$ cat config.mk
export PLATFORM = sky130hd
export DESIGN_NAME = mem_access_unit
export DESIGN_NICKNAME = d
export VERILOG_FILES = /design/src/rtl/mem_access_unit_pkg.sv /design/src/rtl/mem_access_unit_align.sv /design/src/rtl/mem_access_unit.sv
export SDC_FILE = /design/constraint.sdc
export NUM_CORES = 1
export LEC_CHECK = 0
export CAP_MARGIN = 0
export CORE_ASPECT_RATIO = 0.6
export CORE_MARGIN = 4
export CORE_UTILIZATION = 50
export CTS_BUF_LIST = sky130_fd_sc_hd__clkbuf_8
export CTS_CLUSTER_SIZE = 12
export DETAILED_ROUTE_END_ITERATION = 8
export GPL_ROUTABILITY_DRIVEN = 0
export HOLD_SLACK_MARGIN = 0.05
export PLACE_DENSITY_LB_ADDON = 0.05
export SETUP_SLACK_MARGIN = 0.15
export SLEW_MARGIN = 10
export SYNTH_ARGS = -nofsm -noshare
export SYNTH_HDL_FRONTEND = slang
export SYNTH_HIERARCHICAL = 1
export SYNTH_SLANG_ARGS = --single-unit
$ cat constraint.sdc
create_clock -name clk -period 7.15 [get_ports clk]
set_input_delay 1.43 -clock clk [delete_from_list [all_inputs] [get_ports clk]]
set_output_delay 1.43 -clock clk [all_outputs]
set_load 0.005 [all_outputs]
$ cat src/rtl/mem_access_unit_pkg.sv
// Shared types, widths and funct3 decode for the load/store unit.
package mem_access_unit_pkg;

  localparam int unsigned ADDR_W = 32;
  localparam int unsigned DATA_W = 32;
  localparam int unsigned STRB_W = DATA_W / 8;

  localparam logic [2:0] LSU_B  = 3'b000;
  localparam logic [2:0] LSU_H  = 3'b001;
  localparam logic [2:0] LSU_W  = 3'b010;
  localparam logic [2:0] LSU_BU = 3'b100;
  localparam logic [2:0] LSU_HU = 3'b101;

  typedef enum logic [1:0] {
    LSU_IDLE = 2'd0,
    LSU_REQ  = 2'd1,
    LSU_WAIT = 2'd2,
    LSU_DONE = 2'd3
  } lsu_state_e;

  typedef enum logic [1:0] {
    SZ_B = 2'd0,
    SZ_H = 2'd1,
    SZ_W = 2'd2
  } lsu_size_e;

  typedef struct packed {
    logic              we;
    logic [ADDR_W-1:0] addr;
    logic [DATA_W-1:0] wdata;
    logic [STRB_W-1:0] wstrb;
  } mem_req_t;

  // Unlisted codes (011/110/111) fall into the word bucket.
  function automatic lsu_size_e size_of(input logic [2:0] funct3);
    if (funct3[1])      return SZ_W;
    else if (funct3[0]) return SZ_H;
    else                return SZ_B;
  endfunction

  function automatic logic misaligned(input logic [2:0] funct3, input logic [1:0] off);
    case (size_of(funct3))
      SZ_H:    return off[0];
      SZ_W:    return |off;
      default: return 1'b0;
    endcase
  endfunction

endpackage

$ cat src/rtl/mem_access_unit_align.sv
// Byte-lane steering: store strobes/replicated data and load lane extraction with extension.
module mem_access_unit_align
  import mem_access_unit_pkg::*;
(
  input  logic [2:0]        funct3,
  input  logic [1:0]        off,
  input  logic [DATA_W-1:0] wdata,
  input  logic [DATA_W-1:0] rdata,
  output logic [STRB_W-1:0] wstrb,
  output logic [DATA_W-1:0] wdata_lane,
  output logic [DATA_W-1:0] rdata_ext
);

  lsu_size_e         size;
  logic [1:0]        eff_off;
  logic [DATA_W-1:0] lane;
  logic              sext;

  // Halfwords drop addr[0] and words drop addr[1:0], forcing natural alignment.
  always_comb begin
    size       = size_of(funct3);
    sext       = ~funct3[2];
    eff_off    = 2'b00;
    wstrb      = '1;
    wdata_lane = wdata;
    case (size)
      SZ_B: begin
        eff_off    = off;
        wstrb      = STRB_W'(4'b0001 << off);
        wdata_lane = {4{wdata[7:0]}};
      end
      SZ_H: begin
        eff_off    = {off[1], 1'b0};
        wstrb      = STRB_W'(4'b0011 << eff_off);
        wdata_lane = {2{wdata[15:0]}};
      end
      default: begin
        eff_off    = 2'b00;
        wstrb      = '1;
        wdata_lane = wdata;
      end
    endcase
    lane = rdata >> {eff_off, 3'b000};
    case (size)
      SZ_B:    rdata_ext = {{24{sext & lane[7]}}, lane[7:0]};
      SZ_H:    rdata_ext = {{16{sext & lane[15]}}, lane[15:0]};
      default: rdata_ext = lane;
    endcase
  end

endmodule

$ cat src/rtl/mem_access_unit.sv
// Load/store unit: one word-aligned data-memory request per accepted operation.
// Optional MISALIGN_TRAP_EN: misaligned H/W accesses skip the bus and return resp_err=1.
module mem_access_unit
  import mem_access_unit_pkg::*;
(
  input  logic              clk,
  input  logic              rst_n,
  input  logic              req_valid,
  output logic              req_ready,
  input  logic              req_load,
  input  logic              req_store,
  input  logic [2:0]        req_funct3,
  input  logic [ADDR_W-1:0] req_addr,
  input  logic [DATA_W-1:0] req_wdata,
  output logic              mem_req_valid,
  input  logic              mem_req_ready,
  output logic              mem_we,
  output logic [ADDR_W-1:0] mem_addr,
  output logic [DATA_W-1:0] mem_wdata,
  output logic [STRB_W-1:0] mem_wstrb,
  input  logic              mem_resp_valid,
  input  logic [DATA_W-1:0] mem_rdata,
  output logic              resp_valid,
  input  logic              resp_ready,
  output logic [DATA_W-1:0] resp_rdata,
  output logic              resp_err
);

  lsu_state_e        state_q, state_d;
  mem_req_t          mreq_q, mreq_d;
  logic [2:0]        funct3_q, funct3_d;
  logic [1:0]        off_q, off_d;
  logic              req_ready_q, req_ready_d;
  logic              mem_req_valid_q, mem_req_valid_d;
  logic              resp_valid_q, resp_valid_d;
  logic              resp_err_q, resp_err_d;
  logic [DATA_W-1:0] resp_rdata_q, resp_rdata_d;

  logic              idle;
  logic              access;
  logic              trap;
  logic [2:0]        al_funct3;
  logic [1:0]        al_off;
  logic [STRB_W-1:0] al_wstrb;
  logic [DATA_W-1:0] al_wdata;
  logic [DATA_W-1:0] al_rdata;

  assign idle   = (state_q == LSU_IDLE);
  assign access = req_load | req_store;

`ifdef MISALIGN_TRAP_EN
  assign trap = access & misaligned(req_funct3, req_addr[1:0]);
`else
  assign trap = 1'b0;
`endif

  // One aligner: live request fields while idle, latched fields for the load return.
  assign al_funct3 = idle ? req_funct3 : funct3_q;
  assign al_off    = idle ? req_addr[1:0] : off_q;

  mem_access_unit_align u_align (
    .funct3     (al_funct3),
    .off        (al_off),
    .wdata      (req_wdata),
    .rdata      (mem_rdata),
    .wstrb      (al_wstrb),
    .wdata_lane (al_wdata),
    .rdata_ext  (al_rdata)
  );

  always_comb begin
    state_d         = state_q;
    mreq_d          = mreq_q;
    funct3_d        = funct3_q;
    off_d           = off_q;
    req_ready_d     = req_ready_q;
    mem_req_valid_d = mem_req_valid_q;
    resp_valid_d    = resp_valid_q;
    resp_err_d      = resp_err_q;
    resp_rdata_d    = resp_rdata_q;
    case (state_q)
      LSU_IDLE: begin
        if (req_valid) begin
          funct3_d     = req_funct3;
          off_d        = req_addr[1:0];
          req_ready_d  = 1'b0;
          mreq_d.we    = req_store;
          mreq_d.addr  = {req_addr[ADDR_W-1:2], 2'b00};
          mreq_d.wdata = req_store ? al_wdata : '0;
          mreq_d.wstrb = req_store ? al_wstrb : '0;
          resp_rdata_d = '0;
          resp_err_d   = 1'b0;
          if (access && !trap) begin
            mem_req_valid_d = 1'b1;
            state_d         = LSU_REQ;
          end else begin
            resp_valid_d = 1'b1;
            resp_err_d   = trap;
            state_d      = LSU_DONE;
          end
        end
      end
      LSU_REQ: begin
        if (mem_req_ready) begin
          mem_req_valid_d = 1'b0;
          state_d         = LSU_WAIT;
        end
      end
      LSU_WAIT: begin
        if (mem_resp_valid) begin
          resp_valid_d = 1'b1;
          resp_rdata_d = mreq_q.we ? '0 : al_rdata;
          state_d      = LSU_DONE;
        end
      end
      LSU_DONE: begin
        if (resp_ready) begin
          resp_valid_d = 1'b0;
          req_ready_d  = 1'b1;
          state_d      = LSU_IDLE;
        end
      end
      default: state_d = LSU_IDLE;
    endcase
  end

  always_ff @(posedge clk or negedge rst_n) begin
    if (!rst_n) begin
      state_q         <= LSU_IDLE;
      mreq_q          <= '0;
      funct3_q        <= '0;
      off_q           <= '0;
      req_ready_q     <= 1'b1;
      mem_req_valid_q <= 1'b0;
      resp_valid_q    <= 1'b0;
      resp_err_q      <= 1'b0;
      resp_rdata_q    <= '0;
    end else begin
      state_q         <= state_d;
      mreq_q          <= mreq_d;
      funct3_q        <= funct3_d;
      off_q           <= off_d;
      req_ready_q     <= req_ready_d;
      mem_req_valid_q <= mem_req_valid_d;
      resp_valid_q    <= resp_valid_d;
      resp_err_q      <= resp_err_d;
      resp_rdata_q    <= resp_rdata_d;
    end
  end

  assign req_ready     = req_ready_q;
  assign mem_req_valid = mem_req_valid_q;
  assign mem_we        = mreq_q.we;
  assign mem_addr      = mreq_q.addr;
  assign mem_wdata     = mreq_q.wdata;
  assign mem_wstrb     = mreq_q.wstrb;
  assign resp_valid    = resp_valid_q;
  assign resp_rdata    = resp_rdata_q;
  assign resp_err      = resp_err_q;

endmodule
==> out/results.tsv, run 1 <==
metric	value	unit
Post-synth EDFFs	0	
clock skew	0.0151	ns
remaining antenna violation count after routing	0	
ant diodes	0	
fin crit period	4.15	ns
port bufs	208	
top cells by area, synth	dfrtp_1 (47%), mux2i_1 (8.7%), mux2_2 (8.6%)	
reg-to-reg slack, setup	3.27	ns
critical path arrival	4.44	ns
Netlist Area Pre-Place	0.00574	mm2
die footprint	0.0133	mm2
setup bufs post-CTS	0	
htree depth	3	
fin nets	847	
slew margin rel.	0.280	
peak supply drop	0.248	mV
GRT Util Overall	0.244	
hold depth	2	
Yosys cell types	47	
WS Path Type	input pin to flop	
Final Hold Viols	0	
CP startpoint	req_funct3[1]	
Avg Cell Area, Syn	10.3	um2
first-pass GRT wire length	25900	um
Clock Sinks	109	
RR Startpoint	state_q[1]	
Clock transition at path regs	0.10	ns
Final HPWL DP	11900	um
worst reg2reg path endpoint	resp_rdata[11]	
initial antenna violation count	1	
Initial Utilization	0.527	
status	finished clean	
die width	146	um
share of the synthesized area in the top cell type	0.471	
number of gates resized after CTS	0	
worst hold path type	flop to flop	
top-count cell post-synth	nand2_1	
crit end category	flop	
CP Data Required Time	7.44	ns
power density cells	416	mW/mm2
Post-synth top cells	nand2_1 (131), dfrtp_1 (108), o21ai_0 (54)	
max-slew violation count	0	
share of layout cells above drive strength 1	0.106	
placed insts	862	
RSZ-0062 raised after global routing	false	
Tcrit/Tclk final	0.580	
critical path peak fanout	53	
CTS Root Cell	clkbuf_8	
CP cell instances	clkdlybuf4s50_1 -> mux2_2 -> and2b_1 -> a2111o_1 -> o211ai_1 -> nand2_1 -> mux2i_1	
routed wire length	16000	um
DR pass1 iterations	5	
fillcell total	808	
largest net degree at the start of global routing	109	
slowest CP cell	a2111o_1	
cell taking the most area after synthesis	dfrtp_1	
Yosys warning total	6	
worst skew pair latency	0.39	ns
Hold Path Sink	mem_wdata[24]	
Core ar.	0.0109	mm2
Least-Margin Pin Slew	1.08	ns
hold_buf cts	0	
flops & latches, synth	109	
total of max-cap violations	0	
Area Growth Syn to Fin	38.2	%
asr flop ratio synth	1.00	
post-route setup TNS	0	ns
Top Ports	212	
Die H	91.0	um
crit start category	input pin	
Gate Count Post-Synth	560	
Iter 0 DRT Violations	230	
Setup Viol. Count Final	0	
reg2reg path depth	8	
Cell Rows	29	
max incr delay on CP	0.78	ns
dominant synthesized flop cell	dfrtp_1	
Finished Layout Cells	878	
total CTS buffers	9	
number of global-route vias before repair	4817	
TritonCTS clock tree	built	
Vias	4662	
WL/cell	18.2	um
Via density	5.31	
hold path start	mem_wdata[24]	
maximum root-to-sink buffer count	2	
grt ovf	0	
Peak Freq	241	MHz
Seq/Total Area, Yosys	0.475	
Residual DRC	0	
Lkg Pwr	3.37	nW
## cells in the final DEF (no fill, tap or decap), types with 2 or more instances in the layout
cell type / instances
clkbuf_8: 9
o21ai_0: 54
mux2i_1: 50
inv_1: 37
o211ai_1: 16
o31ai_1: 2
ha_1: 6
nor2_1: 4
clkdlybuf4s50_1: 207
nand2_1: 130
mux2_1: 13
o21a_1: 3
nor2b_1: 2
or2b_1: 2
and2b_1: 2
a21oi_1: 2
conb_1: 3
mux4_2: 6
nand2b_1: 4
buf_4: 4
dfrtp_1: 108
mux2_2: 44
## critical path: cells and delay by family
family | cells | cell delay [ns]
compound gates | 2 | 0.99
buf+inv | 1 | 0.47
mux | 2 | 0.95
simple gates | 2 | 0.56
## state kept, by name, summed over array words and instances (netlist names)
name           count
mem_we             1
mem_wdata         32
resp_rdata        32
mem_addr          30
mem_wstrb          4
mem_req_valid      1
req_ready          1
state_q            2
funct3_q           3
off_q              2
resp_valid         1
## area by class of cell
class	count	area, um2	share of cell area
Sequential cell	109	2730	0.344
Multi-Input combinational cell	367	2600	0.327
Timing Repair Buffer	211	2100	0.265
Tap cell	139	174	0.0219
Inverter	36	135	0.0170
Clock buffer	9	124	0.0156
Clock inverter	7	75.1	0.00946
## layer usage
layer / global-route usage / vias up / part of all wire
met4: 0.0571 / 2 / 0.011
met5: 0 / - / 0.00094
met3: 0.105 / 18 / 0.099
met2: 0.362 / 175 / 0.44
met1: 0.334 / 2246 / 0.45
li1: - / 2221 / -
## how the worst max path moves through the flow
stage / end / cells past startpoint
finish: resp_rdata[20] / 7
global route: resp_rdata[25] / 8
CTS: resp_rdata[27] / 7
detailed placement: resp_rdata[27] / 7
global placement: resp_rdata[18] / 8
floorplan: resp_rdata[22] / 9
## power breakdown
part	internal [W]	switching, W
clock network	0.000165	0.000226
registers	0.000899	0.000168
logic	0.000999	0.000844
## metrics by stage
| stage | area [um2] | utilization | worst slack, ns | power, W | hold slack [ns] |
|---|---|---|---|---|---|
| final | 7940 | 0.729 | 3.00 | 0.00330 | 0.489 |
| after global routing | 7940 | 0.729 | 2.78 | 0.00355 | 0.524 |
| after CTS | 7930 | 0.729 | 3.04 | 0.00332 | 0.495 |
| after detailed placement | 7730 | 0.710 | 2.64 | 0.00291 | 0.472 |
| after global placement | 7730 | 0.710 | 2.70 | 0.00286 | 0.461 |
| after floorplan | 5750 | - | 3.96 | 0.00213 | 0.473 |
## logic make-up (layout without fill, tap and decap cells)
group,after synthesis,count (layout),share of synthesized area
AO/OA/AOI/OAI,87,87,0.0913
buffers and inverters,86,263,0.0763
adder cells (fa/ha/maj),6,6,0.0131
AND/OR/NAND/NOR,157,157,0.116
multiplexers,114,114,0.227
other,1,3,0.000653
flip-flops,109,109,0.475
No activity file was read; power rests on OpenSTA's default activity.
==> inputs of run 2 (changes only) <==
- CORE_UTILIZATION: 50 -> 46
- clock period: 7.15 -> 3.84 ns (I/O delays scaled with it)
==> out/results.tsv, run 2 (synthesis gave the netlist of run 1 again) <==
metric	value	unit
largest net degree at the start of global routing	110	
critical path peak fanout	24	
crit end category	flop	
Initial Utilization	0.473	
sequential share of power	0.318	
Residual DRC	0	
die footprint	0.0144	mm2
Iter 0 DRT Violations	244	
Core ar.	0.0121	mm2
Tcrit/Tclk final	0.875	
Clock Sinks	109	
power density cells	776	mW/mm2
slew margin rel.	0.284	
P_sw	0.00230	W
Peak Freq	298	MHz
critical path arrival	3.65	ns
Final Hold Viols	0	
CTS Root Cell	clkbuf_8	
initial antenna violation count	1	
switching share of power	0.369	
clock skew	0.0105	ns
RSZ-0062 raised after global routing	false	
status	finished clean	
DR pass1 iterations	5	
TritonCTS clock tree	built	
design area	0.00804	mm2
number of global-route vias before repair	4678	
maximum root-to-sink buffer count	2	
worst skew pair latency	0.38	ns
GRT Util Overall	0.218	
Area Growth Syn to Fin	40.0	%
max-slew violation count	0	
WS Path Type	flop to flop	
htree depth	3	
WL/cell	17.6	um
Vias	4657	
Logic pwr share	0.556	
post-route setup TNS	0	ns
worst hold path type	input pin to async pin	
die width	152	um
Via density	5.12	
Clk network pwr share	0.126	
fin crit period	3.36	ns
routed wire length	16000	um
placed cell areas	0.00781	mm2
grt ovf	0	
ant diodes	0	
Cell Rows	31	
commonest cells after routing, fill and taps aside	clkdlybuf4s50_1 (207), nand2_1 (130), dfrtp_1 (108), o21ai_0 (54), mux2i_1 (50)	
share of layout cells above drive strength 1	0.114	
first-pass GRT wire length	25000	um
peak supply drop	0.435	mV
port bufs	208	
Int Power	0.00394	W
Die H	94.5	um
crit start category	flop	
Setup Viol. Count Final	0	
total CTS buffers	9	
remaining antenna violation count after routing	0	
Final Util	0.662	
total of max-cap violations	0	
Top Ports	212	
CP Data Required Time	4.13	ns
Clock transition at path regs	0.10	ns
Least-Margin Pin Slew	1.07	ns
Final HPWL DP	11800	um
setup bufs post-CTS	0	
most common cell after layout, fill and taps aside	clkdlybuf4s50_1	
Lkg Pwr	3.40	nW
fin nets	852	
[run 2: cell types whose count changed in the layout (fill, tap and decap cells not counted), sizes merged]
cell	before	now
clkinvlp	1	2
buf	4	9
clkinv	2	1
bufinv	1	2
inv	39	38
[run 2: routing by layer]
layer	vias to the layer above	track usage	part of all wire
li1	2224	-	-
met1	2234	0.305	0.45
met3	17	0.0852	0.097
met5	-	0	0.00050
met2	180	0.326	0.44
met4	2	0.0419	0.0093
[run 2: cell type report]
type / instances / area [um2]
fill: 974 / 4100
sequential: 109 / 2730
inverter: 36 / 135
multi-input combinational: 367 / 2590
clock buffer: 9 / 124
clock inverter: 7 / 97.6
timing repair buffer: 216 / 2150
tap: 165 / 206
[run 2: critical path: stages, from the launching register on]
cell and delay (ns):
dfrtp_1 0.45, inv_1 0.16, ha_1 0.47, mux2_2 0.57
or2b_1 0.35, mux2i_1 0.17, a2111o_2 0.70, o211ai_1 0.16
nand2_1 0.10, mux2i_1 0.16
[run 2: repair_timing]
item | 4_1_cts | 5_1_grt
hold buffers | 0 | 0
gates resized for setup | 0 | 1
setup endpoints to repair | 0 | 2
[run 2: stage by stage]
step	total power [W]	cells	worst slack, ns	hold slack [ns]
global placement	0.00538	893	0.521	0.462
finish	0.00624	909	0.480	0.458
floorplan	0.00397	562	1.14	0.472
CTS	0.00630	909	0.372	0.471
detailed placement	0.00548	893	0.364	0.475
global route	0.00669	909	0.333	0.461
[run 2: path summary, 6_finish.rpt]
kind / start / endpoint / slack, ns / cells after the start
min in group clk: mem_wdata[16] / mem_wdata[16] / 0.49 / 2
max reg2reg: state_q[0] / resp_rdata[28] / 0.48 / 9
min: rst_n / resp_rdata[30] / 0.46 / 2
min reg2reg: mem_wdata[16] / mem_wdata[16] / 0.49 / 2
max in group asynchronous: rst_n / resp_rdata[19] / 2.95 / 2
max: state_q[0] / resp_rdata[28] / 0.48 / 9
[run 2: power by group through the flow]
stage	combinational, W	sequential, W	clock (W)
floorplan	0.00198	0.00199	0
global route	0.00378	0.00205	0.000858
global placement	0.00340	0.00197	0
finish	0.00347	0.00198	0.000784
CTS	0.00350	0.00199	0.000811
detailed placement	0.00348	0.00200	0
